==> src/rtl/plot_receiver.sv <==
// plot_receiver: clips incoming plots, queues them in a FIFO and writes them
// to video memory as linear addresses through a ready/valid write port.
module plot_receiver #(
    parameter int unsigned X_RES      = 160,
    parameter int unsigned Y_RES      = 120,
    parameter int unsigned FIFO_DEPTH = 16,
    parameter int unsigned ADDR_W     = 15
) (
    input  logic                          clk,
    input  logic                          reset,
    input  logic [9:0]                    x,
    input  logic [9:0]                    y,
    input  logic [2:0]                    colour,
    input  logic                          writeEn,
    input  logic                          mem_ready,
    output logic                          mem_wren,
    output logic [ADDR_W-1:0]             mem_addr,
    output logic [2:0]                    mem_data,
    output logic [$clog2(FIFO_DEPTH):0]   fifo_count,
    output logic                          busy,
    output logic                          overflow,
    output logic [7:0]                    clip_count
);

    localparam int unsigned PTR_W = $clog2(FIFO_DEPTH);
    localparam int unsigned CNT_W = PTR_W + 1;
    localparam logic [9:0]  X_LIM = 10'(X_RES);
    localparam logic [9:0]  Y_LIM = 10'(Y_RES);

    typedef struct packed {
        logic [9:0] x;
        logic [9:0] y;
        logic [2:0] colour;
    } plot_t;

    typedef enum logic [1:0] {
        IDLE  = 2'd0,
        ADDR  = 2'd1,
        WRITE = 2'd2
    } state_t;

    state_t              state, state_nxt;
    plot_t               fifo_mem [FIFO_DEPTH];
    plot_t               hold;
    logic [PTR_W-1:0]    wr_ptr, rd_ptr;
    logic                fifo_empty_c, fifo_full_c;
    logic                clip_c, push_req_c, push_acc_c, pop_c;
    logic                wren_nxt;
    logic [ADDR_W-1:0]   addr_nxt;
    logic [2:0]          data_nxt;

    // Input-stage classification of the current strobe
    always_comb begin
        fifo_empty_c = (fifo_count == '0);
        fifo_full_c  = (fifo_count == CNT_W'(FIFO_DEPTH));
        clip_c       = writeEn && ((x >= X_LIM) || (y >= Y_LIM));
        push_req_c   = writeEn && !clip_c;
        push_acc_c   = push_req_c && (!fifo_full_c || pop_c);
    end

    assign busy = !fifo_empty_c || (state != IDLE);

    // Write FSM next state, pop request and next registered outputs
    always_comb begin
        state_nxt = state;
        pop_c     = 1'b0;
        wren_nxt  = mem_wren;
        addr_nxt  = mem_addr;
        data_nxt  = mem_data;
        case (state)
            IDLE: begin
                if (!fifo_empty_c) begin
                    pop_c     = 1'b1;
                    state_nxt = ADDR;
                end
            end
            ADDR: begin
                addr_nxt  = ADDR_W'(hold.y) * ADDR_W'(X_RES) + ADDR_W'(hold.x);
                data_nxt  = hold.colour;
                wren_nxt  = 1'b1;
                state_nxt = WRITE;
            end
            WRITE: begin
                if (mem_ready) begin
                    wren_nxt = 1'b0;
                    if (!fifo_empty_c) begin
                        pop_c     = 1'b1;
                        state_nxt = ADDR;
                    end else begin
                        state_nxt = IDLE;
                    end
                end
            end
            default: state_nxt = IDLE;
        endcase
    end

    // FSM state, holding registers and memory-port outputs
    always_ff @(posedge clk or posedge reset) begin
        if (reset) begin
            state    <= IDLE;
            hold     <= '0;
            mem_wren <= 1'b0;
            mem_addr <= '0;
            mem_data <= '0;
        end else begin
            state    <= state_nxt;
            mem_wren <= wren_nxt;
            mem_addr <= addr_nxt;
            mem_data <= data_nxt;
            if (pop_c) begin
                hold <= fifo_mem[rd_ptr];
            end
        end
    end

    // FIFO storage; contents need no reset since occupancy gates reads
    always_ff @(posedge clk) begin
        if (push_acc_c) begin
            fifo_mem[wr_ptr] <= plot_t'{x: x, y: y, colour: colour};
        end
    end

    // FIFO pointers and occupancy; push and pop on one edge cancel
    always_ff @(posedge clk or posedge reset) begin
        if (reset) begin
            wr_ptr     <= '0;
            rd_ptr     <= '0;
            fifo_count <= '0;
        end else begin
            if (push_acc_c) begin
                wr_ptr <= wr_ptr + PTR_W'(1);
            end
            if (pop_c) begin
                rd_ptr <= rd_ptr + PTR_W'(1);
            end
            case ({push_acc_c, pop_c})
                2'b10:   fifo_count <= fifo_count + CNT_W'(1);
                2'b01:   fifo_count <= fifo_count - CNT_W'(1);
                default: fifo_count <= fifo_count;
            endcase
        end
    end

    // Sticky overflow flag and saturating clip counter
    always_ff @(posedge clk or posedge reset) begin
        if (reset) begin
            overflow   <= 1'b0;
            clip_count <= '0;
        end else begin
            if (push_req_c && !push_acc_c) begin
                overflow <= 1'b1;
            end
            if (clip_c && (clip_count != 8'hFF)) begin
                clip_count <= clip_count + 8'd1;
            end
        end
    end

endmodule
==> config.mk <==
export PLATFORM = sky130hd
export DESIGN_NAME = plot_receiver
export DESIGN_NICKNAME = d
export VERILOG_FILES = /design/src/rtl/plot_receiver.sv
export SDC_FILE = /design/constraint.sdc
export NUM_CORES = 1
export LEC_CHECK = 0
export BUFFER_PORTS_ARGS = -buffer_cell sky130_fd_sc_hd__clkbuf_2
export CAP_MARGIN = 0
export CORE_MARGIN = 3
export CORE_UTILIZATION = 65
export DETAILED_ROUTE_END_ITERATION = 12
export PLACE_DENSITY_LB_ADDON = 0.12
export SETUP_SLACK_MARGIN = 0.1
export SLEW_MARGIN = 40
export SYNTH_ARGS = -nofsm -noshare
export SYNTH_HDL_FRONTEND = slang
export SYNTH_SLANG_ARGS = --single-unit
==> constraint.sdc <==
create_clock -name clk -period 4.9 [get_ports clk]
set_input_delay 0.98 -clock clk [delete_from_list [all_inputs] [get_ports clk]]
set_output_delay 0.98 -clock clk [all_outputs]
set_load 0.01 [all_outputs]
==> reports/metrics.cfg <==
[timing]
min_period_ns=3.459
rsz0062_at_grt=false
finalCritPeriodShare=0.7060
slew_violations=0
setup_slack_ns=1.441
tightest_slew_ns=0.7245
slew_headroom=0.5163
fmax_mhz=289.1
fin_setup_tns_ns=0
skew_ns=0.02008
finalHoldViolCount=0
setup_viol=0

[finish]
layout-drive-gt1-share=0.3207
syn2layout_area_growth_pct=12.53
final_nets=976
stdcell_area_mm2=0.01952
diodes=0
final_util=0.7469

[die]
die_area_mm2=0.02868
die_h_um=169.4
chipWidth_um=169.4
rows=59
io_pins=61
core_area_mm2=0.02613
initial_core_util=0.6637

[synth]
yosys.area.top_type=edfxtp_1
ys_types=46
synth.area.top_cells=edfxtp_1 (64%), mux4_2 (14%), dfrtp_1 (9.5%)
syn-cell-area_mm2=0.01734
synthDominantCellAreaShare=0.6371
yosys_warnings=0
seq_area_frac_synth=0.7324
ys_ff_latch=434
yosysMostFrequentCell=edfxtp_1
async_reset_ff_frac=0.1521
synthCells=815
synth-edff-count=368
yosys-top-cells-count=edfxtp_1 (368), mux4_2 (107), dfrtp_1 (66)
syn_area_per_cell_um2=21.28
syn-num-nets=872
ys.flop_type=edfxtp_1

[worst_setup_path]
path_cells=clkbuf_2, nor4_1, and4b_1, and3_1, and3_1, and2_1, buf_4
cp-startpoint=x[8]
cp.required_ns=5.11
crit_slowest_cell=and2_1
crit_arrival_ns=3.67
crit_type=primary input to flop
crit_family=simple AND/OR/NAND/NOR gates
critPathMostFrequentCell=and3_1
critPathBufInv=2
end_kind=flop
rrSetupSlack_ns=1.75
crit_cells=7
max_stage_delay_ns=0.56
critPathCapture=fifo_mem[14][13]
r2r_end=fifo_count[4]
critPathMaxFanout=17
r2r_cells=11
reg2reg_from=fifo_count[3]
worstSetupStartpointType=primary input

[job]
drv_cap=0

[clocking]
cts_num_sinks=434
cts_resized=0
cts_tree=built
path_clk_slew_ns=0.06
h-tree-depth=2
hold_buffers=0
cts_setup_buffers=0
clock_latency_ns=0.53
cts_buffers=43
clockBufferDepth=3
cts_root_buf=clkbuf_16

[grt]
use_met2=0.4241
use_met1=0.3983
use_met3=0.04146
grt_max_degree=35
antenna_found_initial=0
grt_pass1_vias=8918
grt-ovfl-total=0
grt.total_usage=0.2667
grt_pass1_wl_um=55920
busiest_layer=met2

[power_and_ir_drop]
power_w=0.01165
vdd_drop_max_v=0.0003309
p_per_area_mw_per_mm2=596.7
p_leak_nw=6.816

[placement]
placed_area_mm2=0.01818
port_buffers=60
place_congestion=0.8193
pre_cts_ws_ns=0.9170
hpwl_um=20590

[drt]
routed_wl_um=36380
drt_iter0_markers=871
wl_per_cell_um=28.29
drcViolationCount=0
firstDrtPassIters=5
routed_via_density=6.525
via_count=8391
antenna_left=0

[min_path]
hp-class=flop to flop

[outcome]
status=complete, no violations

-- per-layer routing --
| layer | routed length (um) | share of wire | vias to the layer above |
|---|---|---|---|
| met5 | 0 | 0 | - |
| met4 | 975 | 0.027 | 0 |
| met3 | 2928 | 0.080 | 70 |
| met2 | 17860 | 0.49 | 421 |
| met1 | 14610 | 0.40 | 4371 |
| li1 | - | - | 3529 |
-- cell usage in the layout, fill, tap and decap left out, types with 14 or more instances in the layout --
cell       instances
mux4_2           107
and2_1            15
buf_4             29
edfxtp_1         368
nand2_1           25
o21ai_0           15
mux2_2            26
clkbuf_2          60
ha_1              27
xnor2_1           19
clkbuf_16         43
dfrtp_1           63
inv_1             15
clkbuf_1          14
-- kinds of logic after synthesis --
logic type | after synthesis | share of synthesized area
AND/OR/NAND/NOR | 81 | 0.02482
multiplexers | 151 | 0.1760
XOR/XNOR | 29 | 0.01464
AO/OA/AOI/OAI | 40 | 0.01385
flip-flops | 434 | 0.7324
adder cells (fa/ha/maj) | 30 | 0.02294
buffers and inverters | 50 | 0.01537
-- per-stage QoR --
stage                     instances  hold slack (ns)
final                          1286           0.4780
after global routing           1286           0.5102
after CTS                      1286           0.4824
after detailed placement       1209           0.4696
after global placement         1206           0.4648
after floorplan                 815           0.4755
-- registers in the layout (all words and copies together) (netlist names) --
name / cells
mem_addr: 15
rd_ptr: 4
fifo_count: 5
state: 2
wr_ptr: 4
mem_wren: 1
overflow: 1
clip_count: 8
fifo_mem: 368
mem_data: 3
hold: 23
-- worst min-delay path, delay by kind of cell (launching register included) --
kind / cells / cell delay (ns)
flip-flops: 1 / 0.34
AO/OA/AOI/OAI: 1 / 0.06
AND/OR/NAND/NOR: 1 / 0.04
-- how the worst min path moves through the flow --
| stage | cells after the start | startpoint | to | slack (ns) |
|---|---|---|---|---|
| 2_1_floorplan | 1 | state[1] | mem_wren | 0.48 |
| 3_5_place_dp | 2 | mem_addr[7] | mem_addr[7] | 0.47 |
| 6_report | 2 | mem_addr[7] | mem_addr[7] | 0.48 |
| 4_1_cts | 2 | mem_addr[7] | mem_addr[7] | 0.48 |
| 5_1_grt | 2 | mem_addr[8] | mem_addr[8] | 0.51 |
| 3_3_place_gp | 2 | mem_addr[13] | mem_addr[13] | 0.46 |
-- cell type report --
type | count | area (um^2)
fillers | 1422 | 6615
well taps | 335 | 419.2
flip-flops and latches | 434 | 12710
inverters | 16 | 60.06
clock inverters | 14 | 126.4
clock buffers | 63 | 1211
multi-input cells | 331 | 4389
repair buffers | 93 | 598.1
-- power by group --
| part | internal, W | switching (W) | leakage [nW] |
|---|---|---|---|
| Sequential | 0.00430 | 0.000366 | 4.09 |
| Clock | 0.00182 | 0.00129 | 0.655 |
| Combinational | 0.00204 | 0.00183 | 2.07 |
| Total | 0.00816 | 0.00348 | 6.82 |
Note: power is estimated with default switching activity, not from simulation.
